--- src/rtl/mem_lsu_if.sv ---
// Data-memory request/grant/response channel between the load/store unit and data memory.
// Request fields are held stable by the master for as long as dm_req is high.
interface mem_lsu_if;
  logic        dm_req;
  logic        dm_we;
  logic [31:0] dm_addr;
  logic [3:0]  dm_be;
  logic [31:0] dm_wdata;
  logic        dm_gnt;
  logic        dm_rvalid;
  logic [31:0] dm_rdata;

  modport master (
    output dm_req, dm_we, dm_addr, dm_be, dm_wdata,
    input  dm_gnt, dm_rvalid, dm_rdata
  );

  modport slave (
    input  dm_req, dm_we, dm_addr, dm_be, dm_wdata,
    output dm_gnt, dm_rvalid, dm_rdata
  );
endinterface

--- src/rtl/mem_lsu.sv ---
// MIPS MEM-stage load/store unit: handshake data-memory access with byte lanes, stall and timeout.
// Optional LSU_ALIGN_CHECK_EN faults misaligned halfword/word accesses instead of issuing them.
module mem_lsu #(
  parameter int TIMEOUT = 16,
  parameter int CNT_W   = 5
) (
  input  logic        CLK,
  input  logic        RESET,
  input  logic [31:0] Instr1_IN,
  input  logic [31:0] Instr1_PC_IN,
  output logic [31:0] Instr1_OUT,
  output logic [31:0] Instr1_PC_OUT,
  input  logic        valid_IN,
  input  logic [31:0] ALU_result1_IN,
  input  logic [31:0] MemWriteData1_IN,
  input  logic [4:0]  WriteRegister1_IN,
  input  logic        RegWrite1_IN,
  input  logic [5:0]  ALU_Control1_IN,
  input  logic        MemRead1_IN,
  input  logic        MemWrite1_IN,
  output logic        stall_OUT,
  output logic        valid_OUT,
  output logic        RegWrite1_OUT,
  output logic [4:0]  WriteRegister1_OUT,
  output logic [31:0] WriteData1_OUT,
  output logic [31:0] MEM_Data_Forward,
  output logic        fault_OUT,
  output logic [31:0] fault_addr_OUT,
  mem_lsu_if.master   bus
);
  localparam logic [5:0] OP_LB  = 6'b100001, OP_LBU = 6'b101010, OP_LH  = 6'b101011,
                         OP_LHU = 6'b101100, OP_LW  = 6'b111101, OP_LWL = 6'b101101,
                         OP_LWR = 6'b101110, OP_SB  = 6'b101111, OP_SH  = 6'b110000,
                         OP_SW  = 6'b110001, OP_SWL = 6'b110010, OP_SWR = 6'b110011;

  typedef enum logic [1:0] {S_IDLE, S_REQ, S_WAIT, S_DONE} state_t;
  state_t state, state_nxt;

  logic [CNT_W-1:0] cnt;
  logic [5:0]  op_p1;
  logic [31:0] addr_p1, rt_p1;
  logic [4:0]  wreg_p1;
  logic        regw_p1, load_p1;
  logic        dm_we_r;
  logic [3:0]  dm_be_r;
  logic [31:0] dm_addr_r, dm_wdata_r;

  logic        mem_op, misalign, tmo, capture, cnt_clr, cnt_inc, stall;
  logic        fault_nxt, wb_vld, wb_regw;
  logic [4:0]  wb_reg;
  logic [31:0] wb_data, fault_addr_nxt;
  logic [35:0] st_lanes;

  // Big-endian lane extraction; k is the byte offset, lane 0 is [31:24].
  function automatic logic [31:0] load_align(input logic [5:0] op, input logic [1:0] k,
                                             input logic [31:0] rdata, input logic [31:0] rt);
    logic [31:0] sh;
    logic [15:0] h;
    logic [7:0]  b;
    sh = rdata << {k, 3'b000};
    b  = sh[31:24];
    h  = k[1] ? rdata[15:0] : rdata[31:16];
    case (op)
      OP_LB:   load_align = {{24{b[7]}}, b};
      OP_LBU:  load_align = {24'h0, b};
      OP_LH:   load_align = {{16{h[15]}}, h};
      OP_LHU:  load_align = {16'h0, h};
      OP_LW:   load_align = rdata;
      OP_LWL:  load_align = sh | (rt & ~(32'hFFFF_FFFF << {k, 3'b000}));
      OP_LWR:  load_align = (rdata >> {~k, 3'b000}) | (rt & ~(32'hFFFF_FFFF >> {~k, 3'b000}));
      default: load_align = rdata;
    endcase
  endfunction

  // Returns {byte enables, write data} with rt bytes steered into their target lanes.
  function automatic logic [35:0] store_lanes(input logic [5:0] op, input logic [1:0] k,
                                              input logic [31:0] rt);
    logic [3:0]  be;
    logic [31:0] wd;
    case (op)
      OP_SB:   begin be = 4'b1000 >> k; wd = {rt[7:0], 24'h0} >> {k, 3'b000}; end
      OP_SH:   begin be = k[1] ? 4'b0011 : 4'b1100; wd = k[1] ? {16'h0, rt[15:0]} : {rt[15:0], 16'h0}; end
      OP_SW:   begin be = 4'b1111; wd = rt; end
      OP_SWL:  begin be = 4'b1111 >> k; wd = rt >> {k, 3'b000}; end
      OP_SWR:  begin be = 4'b1111 << ~k; wd = rt << {~k, 3'b000}; end
      default: begin be = 4'b1111; wd = 32'h0; end
    endcase
    return {be, wd};
  endfunction

`ifdef LSU_ALIGN_CHECK_EN
  always_comb begin
    case (ALU_Control1_IN)
      OP_LH, OP_LHU, OP_SH: misalign = ALU_result1_IN[0];
      OP_LW, OP_SW:         misalign = |ALU_result1_IN[1:0];
      default:              misalign = 1'b0;
    endcase
  end
`else
  assign misalign = 1'b0;
`endif

  assign mem_op   = valid_IN & (MemRead1_IN | MemWrite1_IN);
  assign tmo      = (cnt == CNT_W'(TIMEOUT - 1));
  assign st_lanes = store_lanes(ALU_Control1_IN, ALU_result1_IN[1:0], MemWriteData1_IN);

  always_comb begin
    state_nxt      = state;
    capture        = 1'b0;
    cnt_clr        = 1'b0;
    cnt_inc        = 1'b0;
    stall          = 1'b0;
    fault_nxt      = 1'b0;
    fault_addr_nxt = fault_addr_OUT;
    wb_vld         = 1'b0;
    wb_regw        = 1'b0;
    wb_reg         = 5'd0;
    wb_data        = 32'h0;
    case (state)
      S_IDLE: begin
        if (mem_op) begin
          capture = 1'b1;
          stall   = 1'b1;
          if (misalign) begin
            state_nxt      = S_DONE;
            fault_nxt      = 1'b1;
            fault_addr_nxt = ALU_result1_IN;
            wb_vld         = 1'b1;
            wb_reg         = WriteRegister1_IN;
            wb_data        = ALU_result1_IN;
          end else begin
            state_nxt = S_REQ;
            cnt_clr   = 1'b1;
          end
        end else if (valid_IN) begin
          wb_vld  = 1'b1;
          wb_regw = RegWrite1_IN;
          wb_reg  = WriteRegister1_IN;
          wb_data = ALU_result1_IN;
        end
      end
      S_REQ: begin
        stall   = 1'b1;
        cnt_inc = 1'b1;
        // A grant arriving in the timeout cycle still completes the access.
        if (bus.dm_gnt) begin
          if (load_p1) begin
            state_nxt = S_WAIT;
          end else begin
            state_nxt = S_DONE;
            wb_vld    = 1'b1;
            wb_reg    = wreg_p1;
            wb_data   = addr_p1;
          end
        end else if (tmo) begin
          state_nxt      = S_DONE;
          fault_nxt      = 1'b1;
          fault_addr_nxt = addr_p1;
          wb_vld         = 1'b1;
          wb_reg         = wreg_p1;
          wb_data        = addr_p1;
        end
      end
      S_WAIT: begin
        stall   = 1'b1;
        cnt_inc = 1'b1;
        if (bus.dm_rvalid) begin
          state_nxt = S_DONE;
          wb_vld    = 1'b1;
          wb_regw   = regw_p1;
          wb_reg    = wreg_p1;
          wb_data   = load_align(op_p1, addr_p1[1:0], bus.dm_rdata, rt_p1);
        end else if (tmo) begin
          state_nxt      = S_DONE;
          fault_nxt      = 1'b1;
          fault_addr_nxt = addr_p1;
          wb_vld         = 1'b1;
          wb_reg         = wreg_p1;
          wb_data        = addr_p1;
        end
      end
      S_DONE:  state_nxt = S_IDLE;
      default: state_nxt = S_IDLE;
    endcase
  end

  assign stall_OUT        = stall;
  assign MEM_Data_Forward = wb_data;
  assign bus.dm_req       = (state == S_REQ);
  assign bus.dm_we        = dm_we_r;
  assign bus.dm_addr      = dm_addr_r;
  assign bus.dm_be        = dm_be_r;
  assign bus.dm_wdata     = dm_wdata_r;

  always_ff @(posedge CLK or posedge RESET) begin
    if (RESET) begin
      state              <= S_IDLE;
      cnt                <= '0;
      valid_OUT          <= 1'b0;
      RegWrite1_OUT      <= 1'b0;
      WriteRegister1_OUT <= 5'd0;
      WriteData1_OUT     <= 32'h0;
      fault_OUT          <= 1'b0;
      fault_addr_OUT     <= 32'h0;
      Instr1_OUT         <= 32'h0;
      Instr1_PC_OUT      <= 32'h0;
      dm_we_r            <= 1'b0;
      dm_be_r            <= 4'h0;
      dm_addr_r          <= 32'h0;
      dm_wdata_r         <= 32'h0;
    end else begin
      state              <= state_nxt;
      if (cnt_clr)      cnt <= '0;
      else if (cnt_inc) cnt <= cnt + 1'b1;
      valid_OUT          <= wb_vld;
      RegWrite1_OUT      <= wb_regw;
      WriteRegister1_OUT <= wb_reg;
      WriteData1_OUT     <= wb_data;
      fault_OUT          <= fault_nxt;
      fault_addr_OUT     <= fault_addr_nxt;
      if (state == S_IDLE) begin
        Instr1_OUT    <= Instr1_IN;
        Instr1_PC_OUT <= Instr1_PC_IN;
      end
      if (capture) begin
        dm_we_r                <= MemWrite1_IN;
        dm_addr_r              <= {ALU_result1_IN[31:2], 2'b00};
        {dm_be_r, dm_wdata_r}  <= st_lanes;
      end
    end
  end

  // Operand holding stage: loaded once per access, no reset needed.
  always_ff @(posedge CLK) begin
    if (capture) begin
      op_p1   <= ALU_Control1_IN;
      addr_p1 <= ALU_result1_IN;
      rt_p1   <= MemWriteData1_IN;
      wreg_p1 <= WriteRegister1_IN;
      regw_p1 <= RegWrite1_IN & ~MemWrite1_IN;
      load_p1 <= ~MemWrite1_IN;
    end
  end
endmodule

--- src/flat_wrapper.sv ---
// flat-port wrapper written by rule: the top's interface ports become plain ports
module mem_lsu_flat 
#(
  parameter int TIMEOUT = 16,
  parameter int CNT_W   = 5
)
  (CLK, RESET, Instr1_IN, Instr1_PC_IN, Instr1_OUT, Instr1_PC_OUT, valid_IN, ALU_result1_IN, MemWriteData1_IN, WriteRegister1_IN, RegWrite1_IN, ALU_Control1_IN, MemRead1_IN, MemWrite1_IN, stall_OUT, valid_OUT, RegWrite1_OUT, WriteRegister1_OUT, WriteData1_OUT, MEM_Data_Forward, fault_OUT, fault_addr_OUT, bus_dm_req, bus_dm_we, bus_dm_addr, bus_dm_be, bus_dm_wdata, bus_dm_gnt, bus_dm_rvalid, bus_dm_rdata);
  mem_lsu_if bus_i ();
  input  logic CLK;
  input  logic RESET;
  input  logic [31:0] Instr1_IN;
  input  logic [31:0] Instr1_PC_IN;
  output logic [31:0] Instr1_OUT;
  output logic [31:0] Instr1_PC_OUT;
  input  logic valid_IN;
  input  logic [31:0] ALU_result1_IN;
  input  logic [31:0] MemWriteData1_IN;
  input  logic [4:0] WriteRegister1_IN;
  input  logic RegWrite1_IN;
  input  logic [5:0] ALU_Control1_IN;
  input  logic MemRead1_IN;
  input  logic MemWrite1_IN;
  output logic stall_OUT;
  output logic valid_OUT;
  output logic RegWrite1_OUT;
  output logic [4:0] WriteRegister1_OUT;
  output logic [31:0] WriteData1_OUT;
  output logic [31:0] MEM_Data_Forward;
  output logic fault_OUT;
  output logic [31:0] fault_addr_OUT;
  output wire logic [$bits(bus_i.dm_req)-1:0] bus_dm_req;
  output wire logic [$bits(bus_i.dm_we)-1:0] bus_dm_we;
  output wire logic [$bits(bus_i.dm_addr)-1:0] bus_dm_addr;
  output wire logic [$bits(bus_i.dm_be)-1:0] bus_dm_be;
  output wire logic [$bits(bus_i.dm_wdata)-1:0] bus_dm_wdata;
  input wire logic [$bits(bus_i.dm_gnt)-1:0] bus_dm_gnt;
  input wire logic [$bits(bus_i.dm_rvalid)-1:0] bus_dm_rvalid;
  input wire logic [$bits(bus_i.dm_rdata)-1:0] bus_dm_rdata;
  assign bus_dm_req = bus_i.dm_req;
  assign bus_dm_we = bus_i.dm_we;
  assign bus_dm_addr = bus_i.dm_addr;
  assign bus_dm_be = bus_i.dm_be;
  assign bus_dm_wdata = bus_i.dm_wdata;
  assign bus_i.dm_gnt = bus_dm_gnt;
  assign bus_i.dm_rvalid = bus_dm_rvalid;
  assign bus_i.dm_rdata = bus_dm_rdata;
  mem_lsu #(.TIMEOUT(TIMEOUT), .CNT_W(CNT_W)) u_core (.CLK(CLK), .RESET(RESET), .Instr1_IN(Instr1_IN), .Instr1_PC_IN(Instr1_PC_IN), .Instr1_OUT(Instr1_OUT), .Instr1_PC_OUT(Instr1_PC_OUT), .valid_IN(valid_IN), .ALU_result1_IN(ALU_result1_IN), .MemWriteData1_IN(MemWriteData1_IN), .WriteRegister1_IN(WriteRegister1_IN), .RegWrite1_IN(RegWrite1_IN), .ALU_Control1_IN(ALU_Control1_IN), .MemRead1_IN(MemRead1_IN), .MemWrite1_IN(MemWrite1_IN), .stall_OUT(stall_OUT), .valid_OUT(valid_OUT), .RegWrite1_OUT(RegWrite1_OUT), .WriteRegister1_OUT(WriteRegister1_OUT), .WriteData1_OUT(WriteData1_OUT), .MEM_Data_Forward(MEM_Data_Forward), .fault_OUT(fault_OUT), .fault_addr_OUT(fault_addr_OUT), .bus(bus_i));
endmodule
--- config.mk ---
export PLATFORM = sky130hd
export DESIGN_NAME = mem_lsu_flat
export DESIGN_NICKNAME = d
export VERILOG_FILES = /design/src/rtl/mem_lsu_if.sv /design/src/rtl/mem_lsu.sv /design/src/flat_wrapper.sv
export SDC_FILE = /design/constraint.sdc
export NUM_CORES = 1
export LEC_CHECK = 0
export CAP_MARGIN = 5
export CORE_ASPECT_RATIO = 0.9
export CORE_UTILIZATION = 57
export CTS_BUF_LIST = sky130_fd_sc_hd__clkbuf_8 sky130_fd_sc_hd__clkbuf_16
export DETAILED_ROUTE_END_ITERATION = 7
export DONT_BUFFER_PORTS = 1
export PLACE_DENSITY = 0.72
export SYNTH_ARGS = -nofsm -noshare
export SYNTH_HDL_FRONTEND = slang
export SYNTH_SLANG_ARGS = --single-unit
--- constraint.sdc ---
create_clock -name CLK -period 11.3 [get_ports CLK]
set_input_delay 1.13 -clock CLK [delete_from_list [all_inputs] [get_ports CLK]]
set_output_delay 1.13 -clock CLK [all_outputs]
set_load 0.05 [all_outputs]
==> results_dict.tcl <==
set metrics [dict create \
    via_per_inst 6.984 \
    crit_arrival_ns 4.28 \
    yosys-top-cells-area "dfrtp_1, edfxtp_1, mux2_2, mux2i_1, nand2_1" \
    netlist_area_um2 14490 \
    cts-resized-gates 0 \
    synth-edff-count 77 \
    portBuffers 0 \
    row_count 54 \
    initial_core_util_pct 58.91 \
    ctsHoldBuffers 0 \
    yosys_warnings 0 \
    drc 0 \
    drive_gt1_share_pct 19.33 \
    fmax_mhz 184.8 \
    htreeDepth 1 \
    synthArstFlopShare_pct 73.17 \
    dieArea_um2 26060 \
    globalplace.congestion 1.008 \
    yosysTopAreaCellShare_pct 36.27 \
    drv_cap 0 \
    synth-seq-area-share_pct 52.23 \
    path_max_fanout 24 \
    hold_viol 0 \
    die_width_um 170.1 \
    synth.most_common_cell "dfrtp_1" \
    clock_latency_ns 0.55 \
    max-slew-margin-rel_pct 12.67 \
    hold_class "primary input to asynchronous set/reset pin" \
    cts_setup_buffers 0 \
    crit_buf_inv 1 \
    cts.path.max_buffers 3 \
    grt_usage_pct 34.46 \
    wl_per_cell_um 28.83 \
    numCtsBuffers 29 \
    crit_required_ns 10.17 \
    peakVddDrop_uv 232.8 \
    rsz0062_at_grt "no" \
    die_y_um 153.3 \
    cp_slowest_cell "o21ai_2" \
    r2r_start "u_core.state[1]" \
    total_power_w 0.004410 \
    cp_top_family "compound AO/OA/AOI/OAI gates" \
    grt_overflow 0 \
    reg2reg_to "u_core.WriteData1_OUT[20]" \
    numClockSinks 287 \
    cts_tree "done" \
    criticalPathCategory "flop to output pin" \
    setup_tns_ns 0 \
    max_stage_delay_ns 1.03 \
    outcome "complete, no violations" \
    worstMarginPinSlew_ns 1.310 \
    routed_wirelength_um 46100 \
    first_pass_iters 5 \
    num_vias 11168 \
    synth_flop_cell "dfrtp_1" \
    powerDensity_nw_per_um2 278.5 \
    p_leak_nw 6.584 \
    r2r_cells 6 \
    rrSetupSlack_ns 7.36 \
    grt_pass1_vias 10652 \
    synth.avg_cell_area_um2 11.28 \
    grt_max_degree 74 \
    core_area_um2 24590 \
    postRouteAntennaNets 0 \
    finalSetupViolations 0 \
    ys_seq_elements 287 \
    dp_hpwl_um 32510 \
    synthCells 1285 \
    fin_crit_sh_pct 47.88 \
    ioPinCount 418 \
    synthTopCellsByCount "dfrtp_1, nand2_1, mux2_2" \
    grt_pass1_wl_um 68430 \
    antenna_found_initial 1 \
    finalCriticalPeriod_ns 5.410 \
    drt_iter0_drc 1355 \
    cp_cell_sequence "inv_1 > ha_1 > nand2_1 > o21ai_2 > a221oi_1 > a311oi_2" \
    area_growth_pct 9.292 \
    synth_largest_area_cell "dfrtp_1" \
    endpoint_kind "output pin" \
    fin_nets 1426 \
    startpoint_type "flop" \
    clkTransAtPathRegs_ns 0.07 \
    synth.distinct_cells 82 \
    root_buffer "clkbuf_16" \
    drv_slew 0 \
    finClkSkew_ns 0.02495 \
]
==> registers in the layout (all words and copies together) (netlist names), 2 cells and up <==
name                       cells
u_core.rt_p1                  32
u_core.wreg_p1                 5
u_core.state                   2
u_core.bus.dm_be               4
u_core.Instr1_PC_OUT          32
u_core.Instr1_OUT             32
u_core.fault_addr_OUT         32
u_core.bus.dm_wdata           32
u_core.op_p1                   6
u_core.WriteRegister1_OUT      5
u_core.cnt                     5
u_core.WriteData1_OUT         32
u_core.addr_p1                32
u_core.bus.dm_addr            30
==> kinds of logic (layout without fill, tap and decap cells) <==
logic type / Yosys count / count (layout) / synth area share [%]
other: 1 / 3 / 0.02588
and+or+nand+nor: 335 / 335 / 10.85
muxes: 197 / 197 / 14.91
xor gates and xnor gates: 3 / 3 / 0.1814
adders and majority gates: 6 / 6 / 0.5181
buffers and inverters: 117 / 93 / 3.661
DFF: 287 / 287 / 52.23
AOI/OAI and AO/OA: 339 / 339 / 17.62
==> routing by layer <==
metal / track usage [%] / routed length (um) / share of wire, %
met1: 46.43 / 17810 / 39
met2: 52.28 / 20650 / 45
met3: 10.75 / 5813 / 13
met4: 12.48 / 1832 / 4.0
met5: 0 / 0 / 0
==> worst max path at each step <==
stage | start | endpoint | slack, ns | cells after the start
2_1_floorplan | RESET | u_core.Instr1_OUT[0] | 4.43 | 1
3_3_place_gp | u_core.state[1] | MEM_Data_Forward[21] | 6.77 | 6
3_5_place_dp | u_core.state[1] | MEM_Data_Forward[21] | 6.63 | 6
4_1_cts | u_core.state[1] | MEM_Data_Forward[20] | 5.93 | 6
5_1_grt | u_core.state[1] | MEM_Data_Forward[20] | 5.76 | 6
6_report | u_core.state[1] | MEM_Data_Forward[20] | 5.89 | 6
==> final cells by class <==
class	instances	area [um2]
fillers	1908	8758
flip-flops and latches	287	7567
multi-input cells	882	6583
clock buffers	35	830.8
well taps	336	420.4
clock inverters	17	185.2
repair buffers	22	165.2
inverters	19	81.33
diodes	1	2.502
==> placed cells by master (no fill, tap or decap), types with 4 or more instances in the layout <==
cell and instances:
a211o_1 7, dfrtp_1 210, a221oi_1 33, a21o_1 7
a311oi_2 22, nand2_1 161, edfxtp_1 77, a222oi_1 7
nor3b_1 7, nand3_1 19, o211ai_1 21, o221ai_1 7
buf_4 22, clkbuf_16 31, a22o_1 19, o211a_1 8
o21ai_0 29, bufinv_16 4, o22ai_1 13, a31oi_1 7
and2_1 9, ha_1 4, clkbuf_8 4, nor2_1 79
a2bb2oi_1 8, mux2_2 121, nor2b_1 7, or2_2 6
a211oi_1 40, mux2i_1 73, a21oi_1 46, nor3_1 5
nand2b_1 13, inv_1 22, o31ai_1 7, a22oi_1 23
a32oi_1 6
==> through the flow <==
stage | setup WS (ns) | utilization (%) | std cells | instance area, um2 | hold slack (ns)
after CTS | 5.929 | 64.38 | 1598 | 15830 | 0.4685
after global placement | 6.773 | 60.25 | 1546 | 14820 | 0.4585
after detailed placement | 6.625 | 60.25 | 1546 | 14820 | 0.4935
after global routing | 5.764 | 64.39 | 1599 | 15840 | 0.5013
after floorplan | 4.432 | - | 1286 | 14490 | 0.4426
final | 5.890 | 64.39 | 1599 | 15840 | 0.4669
==> where the power goes <==
group | internal [W] | total, W | switching (W)
clock network | 0.000610 | 0.00101 | 0.000401
logic | 0.000379 | 0.000983 | 0.000605
registers | 0.00135 | 0.00241 | 0.00106
Power figures use the tool's default switching activity.
